$ cat src/rtl/rx_unstuff_shift.sv
`default_nettype none
// ============================================================================
// Module      : rx_unstuff_shift
// Description : USB receive stage that hunts SYNC, removes stuffed bits and
//               assembles LSB-first bytes, flagging stuff/alignment errors.
// Revision    : 1.0 - initial release
// ============================================================================
module rx_unstuff_shift #(
  parameter logic [7:0]  SYNC_PATTERN = 8'h80,
  parameter int unsigned MAX_ONES     = 6
) (
  input  logic       clk,
  input  logic       n_rst,
  input  logic       d_orig,
  input  logic       shift_enable,
  input  logic       eop,
  output logic [7:0] rx_data,
  output logic       byte_valid,
  output logic       sync_found,
  output logic       stuff_err,
  output logic       align_err,
  output logic       packet_done
);

  localparam logic [2:0] c_max_ones = 3'(MAX_ONES);

  typedef enum logic [1:0] {
    ST_HUNT = 2'b00,
    ST_DATA = 2'b01,
    ST_ERR  = 2'b10
  } state_t;

  state_t     r_state, w_state_nxt;
  logic [7:0] r_window, w_window_nxt;
  logic [7:0] r_shreg, w_shreg_nxt;
  logic [7:0] r_rx_data, w_rx_data_nxt;
  logic [2:0] r_bit_cnt, w_bit_cnt_nxt;
  logic [2:0] r_ones_cnt, w_ones_cnt_nxt;
  logic       r_byte_valid, w_byte_valid_nxt;
  logic       r_sync_found, w_sync_found_nxt;
  logic       r_stuff_err, w_stuff_err_nxt;
  logic       r_align_err, w_align_err_nxt;
  logic       r_packet_done, w_packet_done_nxt;
  logic       w_accept;
  logic       w_eop_seen;

  assign w_accept   = shift_enable & ~eop;
  assign w_eop_seen = shift_enable & eop;

  always_ff @(posedge clk or negedge n_rst) begin
    if (!n_rst) r_state <= ST_HUNT;
    else        r_state <= w_state_nxt;
  end

  always_comb begin
    w_state_nxt       = r_state;
    w_window_nxt      = r_window;
    w_shreg_nxt       = r_shreg;
    w_rx_data_nxt     = r_rx_data;
    w_bit_cnt_nxt     = r_bit_cnt;
    w_ones_cnt_nxt    = r_ones_cnt;
    w_byte_valid_nxt  = 1'b0;
    w_sync_found_nxt  = 1'b0;
    w_stuff_err_nxt   = 1'b0;
    w_align_err_nxt   = 1'b0;
    w_packet_done_nxt = 1'b0;

    if (w_accept) begin
      if (d_orig) w_ones_cnt_nxt = (r_ones_cnt == c_max_ones) ? r_ones_cnt : r_ones_cnt + 3'd1;
      else        w_ones_cnt_nxt = 3'd0;

      case (r_state)
        ST_HUNT: begin
          w_window_nxt = {d_orig, r_window[7:1]};
          if (w_window_nxt == SYNC_PATTERN) begin
            w_sync_found_nxt = 1'b1;
            w_bit_cnt_nxt    = 3'd0;
            w_state_nxt      = ST_DATA;
          end
        end
        ST_DATA: begin
          // After a run of MAX_ONES the next bit must be a stuffed zero.
          if (r_ones_cnt == c_max_ones) begin
            if (d_orig) begin
              w_stuff_err_nxt = 1'b1;
              w_state_nxt     = ST_ERR;
            end
          end else begin
            w_shreg_nxt   = {d_orig, r_shreg[7:1]};
            w_bit_cnt_nxt = r_bit_cnt + 3'd1;
            if (r_bit_cnt == 3'd7) begin
              w_rx_data_nxt    = w_shreg_nxt;
              w_byte_valid_nxt = 1'b1;
            end
          end
        end
        default: ;
      endcase
    end else if (w_eop_seen) begin
      w_window_nxt   = 8'hFF;
      w_ones_cnt_nxt = 3'd0;
      w_bit_cnt_nxt  = 3'd0;
      w_state_nxt    = ST_HUNT;
      if (r_state == ST_DATA) begin
        w_packet_done_nxt = 1'b1;
        w_align_err_nxt   = (r_bit_cnt != 3'd0);
      end else if (r_state == ST_ERR) begin
        w_packet_done_nxt = 1'b1;
      end
    end
  end

  always_ff @(posedge clk or negedge n_rst) begin
    if (!n_rst) begin
      r_window      <= 8'hFF;
      r_shreg       <= 8'h00;
      r_rx_data     <= 8'h00;
      r_bit_cnt     <= 3'd0;
      r_ones_cnt    <= 3'd0;
      r_byte_valid  <= 1'b0;
      r_sync_found  <= 1'b0;
      r_stuff_err   <= 1'b0;
      r_align_err   <= 1'b0;
      r_packet_done <= 1'b0;
    end else begin
      r_window      <= w_window_nxt;
      r_shreg       <= w_shreg_nxt;
      r_rx_data     <= w_rx_data_nxt;
      r_bit_cnt     <= w_bit_cnt_nxt;
      r_ones_cnt    <= w_ones_cnt_nxt;
      r_byte_valid  <= w_byte_valid_nxt;
      r_sync_found  <= w_sync_found_nxt;
      r_stuff_err   <= w_stuff_err_nxt;
      r_align_err   <= w_align_err_nxt;
      r_packet_done <= w_packet_done_nxt;
    end
  end

  assign rx_data     = r_rx_data;
  assign byte_valid  = r_byte_valid;
  assign sync_found  = r_sync_found;
  assign stuff_err   = r_stuff_err;
  assign align_err   = r_align_err;
  assign packet_done = r_packet_done;

endmodule
`default_nettype wire

$ cat config.mk
export PLATFORM = sky130hd
export DESIGN_NAME = rx_unstuff_shift
export DESIGN_NICKNAME = d
export VERILOG_FILES = /design/src/rtl/rx_unstuff_shift.sv
export SDC_FILE = /design/constraint.sdc
export NUM_CORES = 1
export LEC_CHECK = 0
export BUFFER_PORTS_ARGS = -buffer_cell sky130_fd_sc_hd__buf_2
export CAP_MARGIN = 10
export CORE_MARGIN = 4
export CORE_UTILIZATION = 61
export DETAILED_ROUTE_END_ITERATION = 7
export HOLD_SLACK_MARGIN = 0.1
export PLACE_DENSITY_LB_ADDON = 0.1
export SYNTH_ARGS = -nofsm -noshare
export SYNTH_HDL_FRONTEND = slang
export SYNTH_SLANG_ARGS = --single-unit
export TNS_END_PERCENT = 5
$ cat constraint.sdc
create_clock -name clk -period 4.15 [get_ports clk]
set_input_delay 0.6225 -clock clk [delete_from_list [all_inputs] [get_ports clk]]
set_output_delay 0.6225 -clock clk [all_outputs]
set_load 0.005 [all_outputs]
* Yosys cells after proc, flatten, opt, wreduce, memory -nomap -nowiden
Cells that the tools add are included.
Storage, ports and cells: memory bits (writable) 0, memories kept 0, latch bits 0, bits in read-only memories 0, bits of input ports 5, register bits after elaboration 37
Operators by class: equal/unequal tests 12, reduce and logical (&&, ||, !) cells 9, order comparisons 0, mux-type cells 35, multiply operators 0, add/subtract/negate cells 2, bitwise gates (word level) 4, divide/modulo/power cells 0, shift-type cells 0
Operators by type and width (number):
- two-way mux 8 bit | 3
- two-way mux 3 bit | 7
- two-way mux 1 bit | 18
- inequality test 3 bit, second input constant | 5
- two-way mux 2 bit | 5
- equality test 8 bit, second input constant | 1
- AND reduction 4 bit | 2
- adder 3 x 1 -> 3 bit, second input constant | 2
- equality test 3 bit, second input constant | 2
- case mux 3 bit (2 select lines) | 1
- AND reduction 5 bit | 1
- case mux 2 bit (2 select lines) | 1
- AND reduction 2 bit | 2
- inequality test 3 x 1 -> 1 bit, second input constant | 1
- AND reduction 3 bit | 1
- nonzero test 3 bit | 1
- bitwise AND 1 bit | 2
- equality test 2 x 1 -> 1 bit, second input constant | 1
- equality test 2 bit, second input constant | 1
- logical NOT 2 bit | 1
- inequality test 2 x 1 -> 1 bit, second input constant | 1
- inverter 1 bit | 2
- nonzero test 2 bit | 1

* Logic depth before layout (Yosys ltp)
Gate-level depths: netlist of run 1.
depth after elaboration 5, mapped depth 7

* Least setup slack after synthesis of run 1
OpenSTA, ideal clock, no wires.
kind input to register, start point input eop, end point register r_rx_data[0] (netlist: rx_data[0]), buffers on the path 2, path slack 2.478 ns, setup time 0.125 ns, stages 6, required time 4.025 ns, arrival 1.547 ns, path through buf_6 -> nor2b_4 -> and3_1 -> buf_6 -> nand2_8 -> mux2_4
On the way: word-level cells in the longest chain between the ends 3
Ends and longest elaborated chain:
- from (decl) | RTL line 16 | input logic eop,
- inverter 1 bit | RTL line 47 | assign w_accept = shift_enable & ~eop;
- bitwise AND 1 bit | RTL line 47
- AND reduction 4 bit (no line)
- to (signal assigned) | RTL line 128 | r_rx_data <= w_rx_data_nxt;
- to (decl) | RTL line 36 | logic [7:0] r_rx_data, w_rx_data_nxt;
Every way passes these cells. A chain may end at the register's enable or synchronous reset.

* Worst setup path after layout of run 1
start point register r_state[1], end point register r_rx_data[5] (netlist: rx_data[5])
On the way: word-level cells in the longest chain between the ends 2
Ends and longest elaborated chain:
- from (decl) | RTL line 33 | state_t r_state, w_state_nxt;
- from (signal assigned) | RTL line 52 | else r_state <= w_state_nxt;
- equality test 2 x 1 -> 1 bit | RTL line 72 | case (r_state)
- AND reduction 4 bit (no line)
Every way passes these cells.

==> impl_metrics.tcl, run 1 <==
set metrics [dict create \
    yosysSeqAreaShare_pct 55.1 \
    drt_wl_total_mm 2.77 \
    avgViaCountPerCell 5.62 \
    nets 168 \
    start_util_pct 64.2 \
    synth_top_area_share_pct 43.6 \
    wl_per_cell_um 14.8 \
    drive_above_1_share_pct 30.6 \
    setup_viol 0 \
    grt_pass1_wl_mm 4.78 \
    cts-root-buf "clkbuf_4" \
    rows 18 \
    dieArea_um2 3520 \
    drv_cap 0 \
    ant_nets 0 \
    fin_tns_setup_ps 0 \
    die_h_um 59.3 \
    cts_hold_buf 0 \
    first_pass_iters 5 \
    ys_types 32 \
    port_buffers 17 \
    multiInputGateArea_um2 661 \
    rsz0062_at_grt "false" \
    grt_overflow 0 \
    critPathCaptureType "flip-flop" \
    tightest_slew_ps 733 \
    fmax_mhz 512 \
    placeableCoreArea_um2 2500 \
    grt_max_degree 36 \
    synth_warnings 0 \
    start_kind "flip-flop" \
    diodes 0 \
    postCtsSetupBuffers 0 \
    yosysTopAreaCell "dfrtp_1" \
    netlist_instances 135 \
    clk_latency_ps 330 \
    synthTopCellsByArea "dfrtp_1 44%, dfstp_2 11%, mux2_4 7.5%, ha_1 5.5%, nand2_1 5.4%" \
    io_pins 18 \
    cts_tree "built" \
    cp.required_ps 4380 \
    remaining_drc_errors 0 \
    layout_min_cycle_time_ps 1950 \
    slew_viol_final 0 \
    cp_max_fo 10 \
    timing.final.crit_share_pct 47.0 \
    dp_hpwl_mm 1.99 \
    p_leak_nw 0.907 \
    syn_nets 147 \
    synthToLayoutAreaGrowth_pct 10.5 \
    ir_drop_mv 0.332 \
    avgSynthCellArea_um2 11.9 \
    critical_path_arrival_ps 2180 \
    grt_usage_pct 18.7 \
    fill_cells 165 \
    gp_congestion 0.774 \
    fin_total_pwr_w 0.000591 \
    p_per_area_nw_per_um2 333 \
    fin_skew_ps 3.08 \
    netlist_area_um2 1610 \
    num_vias 1051 \
    max-clock-path-buffers 2 \
    antenna_found_initial 0 \
    die_w_um 59.3 \
    clkSinkCount 35 \
    first_iter_violations 42 \
    crit_type "flip-flop to flip-flop" \
    grt_pass1_vias 1049 \
    outcome "finished, final reports clean" \
    ctsHtreeMaxLevel 2 \
    hold_violations 0 \
    cts-resized-gates 0 \
    relSlewSlack_pct 51.1 \
    hp-class "primary input to asynchronous set/reset pin" \
    seqCellArea_um2 885 \
    cts-buffers-inserted 5 \
    clkTransAtPathRegs_ps 110 \
    ys_ff_latch 35 \
]
## placed cells by master, fill, tap and decap left out
master and instances:
dfrtp_1 28, nand2_1 23, buf_2 17, inv_1 9, mux2_4 8, o22a_1 7, ha_1 7, dfstp_2 7
nor2_1 6, o21ai_0 5, clkbuf_4 5, nand3_1 4, a22o_1 4, a21oi_1 3, o21bai_1 2, a31oi_1 2
a32o_1 2, clkbuf_8 2, and3_2 1, nand4_1 1, nor3_1 1, nor4b_2 1, and4_4 1, nor3b_2 1
nor2b_4 1, nand2_2 1, and3_1 1, nand2_8 1, nand3b_1 1, or2_1 1, o21ai_1 1, and2b_2 1
a2bb2oi_1 1, clkinvlp_4 1
## cell families after synthesis
family / share of synthesized area, %
and+or+nand+nor: 15.9
muxes: 7.48
DFF: 55.1
adders and majority gates: 5.46
buffers and inverters: 3.74
AOI/OAI and AO/OA: 12.3
## metrics by stage
| stage | worst slack [ps] | instance area [µm²] | hold slack [ps] | cells | util (%) |
|---|---|---|---|---|---|
| floorplan | 2480 | 1610 | 327 | 135 | - |
| global placement | 2210 | 1700 | 479 | 179 | 68.1 |
| detailed placement | 2150 | 1700 | 489 | 179 | 68.1 |
| CTS | 2190 | 1770 | 353 | 187 | 71.0 |
| global route | 2100 | 1770 | 384 | 187 | 71.0 |
| finish | 2200 | 1770 | 341 | 187 | 71.0 |
## cell usage after synthesis, drive strengths merged
master and n:
dfrtp 28, o22a 7, and2b 1, a22o 4, nand3b 1, nor2 6, mux2 8, a21oi 3
or2 1, nor3b 1, a31oi 2, o21bai 2, inv 9, dfstp 7, nor2b 1, and3 2
nor3 1, and4 1, a32o 2, nand2 25, clkbuf 1, buf 2, o21ai 6, nand3 4
nand4 1, ha 7, nor4b 1, a2bb2oi 1
## sequential cells by signal, summed over array words and instances, names as in the netlist
| register | count |
|---|---|
| rx_data | 8 |
| r_shreg | 7 |
| r_window | 7 |
| r_bit_cnt | 3 |
| r_ones_cnt | 3 |
| r_state | 2 |
| align_err | 1 |
| byte_valid | 1 |
| packet_done | 1 |
| stuff_err | 1 |
| sync_found | 1 |
## area by class of cell
class                      instances  area share [%]
clock buffer                       7            3.67
clock inverter                     1           0.423
inverter                           9            1.90
multi-input combinational         88            37.2
sequential                        35            49.9
tap                               30            2.12
timing repair buffer              17            4.80
## final timing paths
kind                                              from                endpoint  slack, ps  depth (start not counted)
worst min-delay path                             n_rst    byte_valid$_DFF_PN0_        340                          1
max in group asynchronous                        n_rst  r_shreg[5]$_DFFE_PN0P_       3350                          1
min in group clk                r_shreg[4]$_DFFE_PN0P_  r_shreg[3]$_DFFE_PN0P_        500                          2
worst max-delay path            r_state[1]$_DFFE_PN0P_  rx_data[5]$_DFFE_PN0P_       2200                          6
worst max register to register  r_state[1]$_DFFE_PN0P_  rx_data[5]$_DFFE_PN0P_       2200                          6
worst min register to register  r_shreg[4]$_DFFE_PN0P_  r_shreg[3]$_DFFE_PN0P_        500                          2
## critical path, cell delays in order, from the launching register on
cell and delay (ps):
dfrtp_1 380, inv_1 110, ha_1 230, nor2b_4 200
and3_1 480, nand2_8 140, mux2_4 320
## routing by layer
metal  global-route usage (%)  vias to the layer above  share of wire (%)
li1                         -                      512                  -
met1                     23.1                      501                 45
met2                     30.7                       34                 49
met3                     4.79                        4                5.0
met4                     8.09                        0                1.1
met5                        0                        -                  0
## where the power goes
part | internal (W) | total [W] | switching [W] | leakage (nW)
clock | 0.0000990 | 0.000211 | 0.000112 | 0.0375
sequential | 0.000347 | 0.000352 | 0.00000411 | 0.464
combinational | 0.00000898 | 0.0000285 | 0.0000195 | 0.406
total | 0.000455 | 0.000591 | 0.000135 | 0.907
Note: power is estimated with default switching activity, not from simulation.
==> run 2, diff against run 1 <==
--- a/config.mk
+++ b/config.mk
@@ -8,7 +8,7 @@
 export BUFFER_PORTS_ARGS = -buffer_cell sky130_fd_sc_hd__buf_2
 export CAP_MARGIN = 10
 export CORE_MARGIN = 4
-export CORE_UTILIZATION = 61
+export CORE_UTILIZATION = 51
 export DETAILED_ROUTE_END_ITERATION = 7
 export HOLD_SLACK_MARGIN = 0.1
 export PLACE_DENSITY_LB_ADDON = 0.1
==> constraint.sdc (replaced) <==
create_clock -name clk -period 1.63 [get_ports clk]
set_input_delay 0.2445 -clock clk [delete_from_list [all_inputs] [get_ports clk]]
set_output_delay 0.2445 -clock clk [all_outputs]
set_load 0.005 [all_outputs]
==> impl_metrics.tcl, run 2 (same netlist as run 1, synthesis figures left out) <==
set metrics [dict create \
    max-clock-path-buffers 2 \
    tightest_slew_ps 419 \
    crit_type "flip-flop to flip-flop" \
    fmax_mhz 630 \
    cp_max_fo 5 \
    hold_violations 0 \
    die_h_um 64.1 \
    fin_hold_ws_ps 202 \
    dpl_cell_area_um2 1790 \
    final_util_pct 62.9 \
    relSlewSlack_pct 72.0 \
    ir_drop_mv 0.509 \
    avgViaCountPerCell 5.15 \
    diodes 0 \
    p_leak_nw 0.969 \
    dr_wl_met2_mm 1.46 \
    grt_pass1_wl_mm 5.22 \
    rsz0062_at_grt "true" \
    top_layer "met4" \
    grt_pass1_vias 1152 \
    cp.required_ps 1860 \
    first_iter_violations 64 \
    grt_overflow 0 \
    drive_above_1_share_pct 38.9 \
    most-common-layout-cells "28 x dfrtp_1, 23 x nand2_1, 17 x buf_2" \
    grt_usage_pct 16.8 \
    timing.final.crit_share_pct 97.3 \
    setup_slack_ps 43.8 \
    clkTransAtPathRegs_ps 100 \
    layout_min_cycle_time_ps 1590 \
    clkSinkCount 35 \
    remaining_drc_errors 0 \
    cts-buffers-inserted 5 \
    start_util_pct 53.0 \
    ctsHtreeMaxLevel 2 \
    met1_length_mm 1.40 \
    num_vias 1086 \
    synthToLayoutAreaGrowth_pct 18.7 \
    dieArea_um2 4110 \
    grt_max_degree 20 \
    placeableCoreArea_um2 3030 \
    io_pins 18 \
    drv_cap 0 \
    hp-class "primary input to flip-flop" \
    nets 178 \
    cts_tree "built" \
    wl_per_cell_um 14.3 \
    critPathCaptureType "flip-flop" \
    slew_viol_final 0 \
    cts-root-buf "clkbuf_4" \
    gp_congestion 0.836 \
    rows 20 \
    die_w_um 64.1 \
    largest_reg_flops 8 \
    p_per_area_nw_per_um2 748 \
    ant_nets 0 \
    finalInstanceArea_um2 1910 \
    clk_latency_ps 330 \
    setup_viol 0 \
    port_buffers 17 \
    drt_wl_total_mm 3.03 \
    antenna_found_initial 0 \
    dp_hpwl_mm 2.17 \
    pre_cts_ws_ps -4.56 \
    outcome "finished, final reports clean" \
    fin_skew_ps 3.46 \
    critical_path_arrival_ps 1820 \
    first_pass_iters 4 \
    fin_tns_setup_ps 0 \
    start_kind "flip-flop" \
    mostFrequentLayoutCell "dfrtp_1" \
    wl_met3_um 104 \
]
==> run 2: cell types whose count changed in the layout (fill, tap and decap cells not counted), sizes merged <==
| cell | before | now |
|---|---|---|
| dlygate4sd3 | 0 | 1 |
| clkinv | 0 | 1 |
| buf | 17 | 26 |
| clkinvlp | 1 | 0 |
==> run 2: cell type report <==
type                    instances  area [µm²]
repair buffers                 27         175
clock inverters                 1        5.00
flip-flops and latches         35         885
clock buffers                   7        45.0
fillers                       237        1120
inverters                       9        33.8
well taps                      44        55.1
multi-input cells              88         707
==> run 2: routing by layer <==
layer  global-route usage (%)  vias up
met2                     27.4       20
met4                     6.33        0
met1                     20.5      527
li1                         -      532
met5                        0        -
met3                     5.80        7
==> run 2: critical path: stages (launching register included) <==
cell and delay, ps:
dfrtp_1 430, ha_1 220, buf_4 130, inv_1 80
o21bai_2 110, or2_4 250, a32o_1 260
==> run 2: power by group <==
group | switching, W | internal, W
Clock | 0.000275 | 0.000168
Combinational | 0.0000546 | 0.0000327
Sequential | 0.0000110 | 0.000885
==> run 2: metrics by stage <==
stage | total power (W) | std cells
finish | 0.00143 | 211
global route | 0.00150 | 211
CTS | 0.00144 | 210
detailed placement | 0.000993 | 201
global placement | 0.000991 | 201
floorplan | 0.000953 | 135
==> run 2: timing repair <==
item,in CTS,in global routing
setup endpoints to repair,2,20
hold buffers,1,0
gates resized for setup,2,10
setup buffers,0,1
pin swaps,0,3
endpoints found under the hold margin,16,0
==> run 2: path summary, 6_finish.rpt <==
check / startpoint / end / slack, ps / cells after the start
setup / recovery: r_state[0]$_DFFE_PN0P_ / r_bit_cnt[1]$_DFFE_PN0P_ / 40 / 6
hold / removal: d_orig / r_shreg[7]$_DFFE_PN0P_ / 200 / 3
setup reg to reg: r_state[0]$_DFFE_PN0P_ / r_bit_cnt[1]$_DFFE_PN0P_ / 40 / 6
hold reg to reg: r_shreg[1]$_DFFE_PN0P_ / r_shreg[1]$_DFFE_PN0P_ / 500 / 2
max in group asynchronous: n_rst / r_window[3]$_DFFE_PN1P_ / 750 / 3
min in group asynchronous: n_rst / rx_data[2]$_DFFE_PN0P_ / 360 / 2
==> run 3, diff against run 2 <==
--- a/config.mk
+++ b/config.mk
@@ -8,7 +8,7 @@
 export BUFFER_PORTS_ARGS = -buffer_cell sky130_fd_sc_hd__buf_2
 export CAP_MARGIN = 10
 export CORE_MARGIN = 4
-export CORE_UTILIZATION = 51
+export CORE_UTILIZATION = 48
 export DETAILED_ROUTE_END_ITERATION = 7
 export HOLD_SLACK_MARGIN = 0.1
 export PLACE_DENSITY_LB_ADDON = 0.1
==> constraint.sdc (replaced) <==
create_clock -name clk -period 1.7 [get_ports clk]
set_input_delay 0.255 -clock clk [delete_from_list [all_inputs] [get_ports clk]]
set_output_delay 0.255 -clock clk [all_outputs]
set_load 0.005 [all_outputs]
==> impl_metrics.tcl, run 3 (same netlist as run 1, synthesis figures left out) <==
set metrics [dict create \
    clkTransAtPathRegs_ps 100 \
    grt_pass1_wl_mm 4.97 \
    wl_per_cell_um 14.0 \
    ctsHtreeMaxLevel 2 \
    die_w_um 65.8 \
    ant_nets 0 \
    cts-root-buf "clkbuf_4" \
    rows 20 \
    reg2reg_depth 6 \
    remaining_drc_errors 0 \
    start_kind "flip-flop" \
    cts-buffers-inserted 5 \
    fill_cells 252 \
    placeableCoreArea_um2 3130 \
    fin_tns_setup_ps 0 \
    fmax_mhz 617 \
    layout_min_cycle_time_ps 1620 \
    slowest_delay_ps 370 \
    clkSinkCount 35 \
    seq_power_share_pct 55.2 \
    tightest_slew_ps 764 \
    timing.final.crit_share_pct 95.3 \
    cts_tree "built" \
    dp_hpwl_mm 2.01 \
    drive_above_1_share_pct 32.3 \
    antenna_found_initial 0 \
    cp_num_cells 6 \
    grt_max_degree 36 \
    largest_reg_flops 8 \
    critPathCaptureType "flip-flop" \
    gp_congestion 0.842 \
    seqCellArea_um2 885 \
    hp-class "primary input to flip-flop" \
    max-clock-path-buffers 2 \
    outcome "finished, final reports clean" \
    p_per_area_nw_per_um2 844 \
    drt_wl_total_mm 2.87 \
    pwr-share-comb_pct 4.6 \
    ir_drop_mv 0.604 \
    slew_viol_final 0 \
    dieArea_um2 4330 \
    swShare_pct 21.6 \
    grt_overflow 0 \
    pwr-share-clk_pct 40.2 \
    pre_cts_ws_ps -11.8 \
    die_h_um 65.8 \
    hold_depth 3 \
    drv_cap 0 \
    cp_top_family "simple AND/OR/NAND/NOR gates" \
    setup_viol 0 \
    fin_hold_ws_ps 194 \
    path_cells "inv_1, ha_1, nor2b_4, and3_4, nand2_8, mux2_4" \
    fin_skew_ps 13.0 \
    diodes 0 \
    first_pass_iters 4 \
    avgViaCountPerCell 5.23 \
    fin_total_pwr_w 0.00156 \
    postCtsSetupBuffers 0 \
    crit_type "flip-flop to flip-flop" \
    io_pins 18 \
    cp.buffers_inverters 1 \
    most-common-layout-cells "28 x dfrtp_1, 23 x nand2_1, 17 x buf_2" \
    clk_latency_ps 350 \
    critical_path_arrival_ps 1860 \
    p_leak_nw 0.935 \
    first_iter_violations 67 \
    start_util_pct 51.3 \
    critPathSlowestCell "dfrtp_1" \
    synthToLayoutAreaGrowth_pct 14.8 \
    p_int_w 0.00122 \
    setup_slack_ps 80.0 \
    multiInputGateArea_um2 666 \
    nets 172 \
    port_buffers 17 \
    p_switching_w 0.000336 \
    hold_violations 0 \
    mostFrequentLayoutCell "dfrtp_1" \
    grt_usage_pct 15.8 \
    num_vias 1072 \
    cp.required_ps 1940 \
    grt_pass1_vias 1036 \
    cp_max_fo 9 \
    relSlewSlack_pct 49.1 \
]
==> run 3: cell count changes in the layout (fill, tap and decap cells not counted), moves of 2 or more <==
cell	before	now
buf_4	8	3
inv_1	6	9
inv_2	3	0
clkbuf_1	2	0
ha_1	5	7
==> run 3: final cells by class <==
type | count | area share, %
Tap cell | 44 | 2.99
Clock inverter | 2 | 1.90
Sequential cell | 35 | 48.0
Clock buffer | 6 | 2.78
Inverter | 9 | 1.83
Multi-Input combinational cell | 88 | 36.1
Timing Repair Buffer | 21 | 6.38
==> run 3: worst paths after layout <==
kind / start / endpoint / slack [ps]
min: d_orig / r_shreg[7]$_DFFE_PN0P_ / 190
min reg2reg: r_shreg[1]$_DFFE_PN0P_ / r_shreg[1]$_DFFE_PN0P_ / 490
max: r_state[1]$_DFFE_PN0P_ / rx_data[7]$_DFFE_PN0P_ / 80
max in group asynchronous: n_rst / r_ones_cnt[1]$_DFFE_PN0P_ / 700
max reg2reg: r_state[1]$_DFFE_PN0P_ / rx_data[7]$_DFFE_PN0P_ / 80
min in group asynchronous: n_rst / r_shreg[3]$_DFFE_PN0P_ / 500
==> run 3: tightest hold or removal path: cells and delay by family <==
kind / cells / cell delay (ps)
and+or+nand+nor: 2 / 110
buffers and inverters: 1 / 140
==> run 3: metrics by stage <==
stage               util (%)  instance area, µm²  std cells
global placement        55.7                1740        196
floorplan                  -                1610        135
CTS                     58.8                1840        205
finish                  58.9                1840        205
detailed placement      55.7                1740        196
global route            58.9                1840        205
==> run 3: what timing repair did <==
action / 4_1_cts / 5_1_grt
resized for setup: 1 / 1
setup endpoints to repair: 8 / 8
hold endpoints to repair: 28 / 0
pin swaps: 0 / 0
hold buffers: 1 / 0
==> run 3: routing by layer <==
layer	up-vias	global-route usage (%)	wire (µm)
li1	521	-	-
met5	-	0	0
met4	0	10.9	96
met1	522	19.6	1300
met3	9	4.76	120
met2	20	23.5	1350
==> run 3: power by group through the flow <==
stage	logic [W]	registers, W	clock network, W
global route	0.0000847	0.000860	0.000680
global placement	0.0000698	0.000873	0
floorplan	0.0000419	0.000871	0
CTS	0.0000734	0.000858	0.000647
detailed placement	0.0000718	0.000873	0
finish	0.0000722	0.000858	0.000625
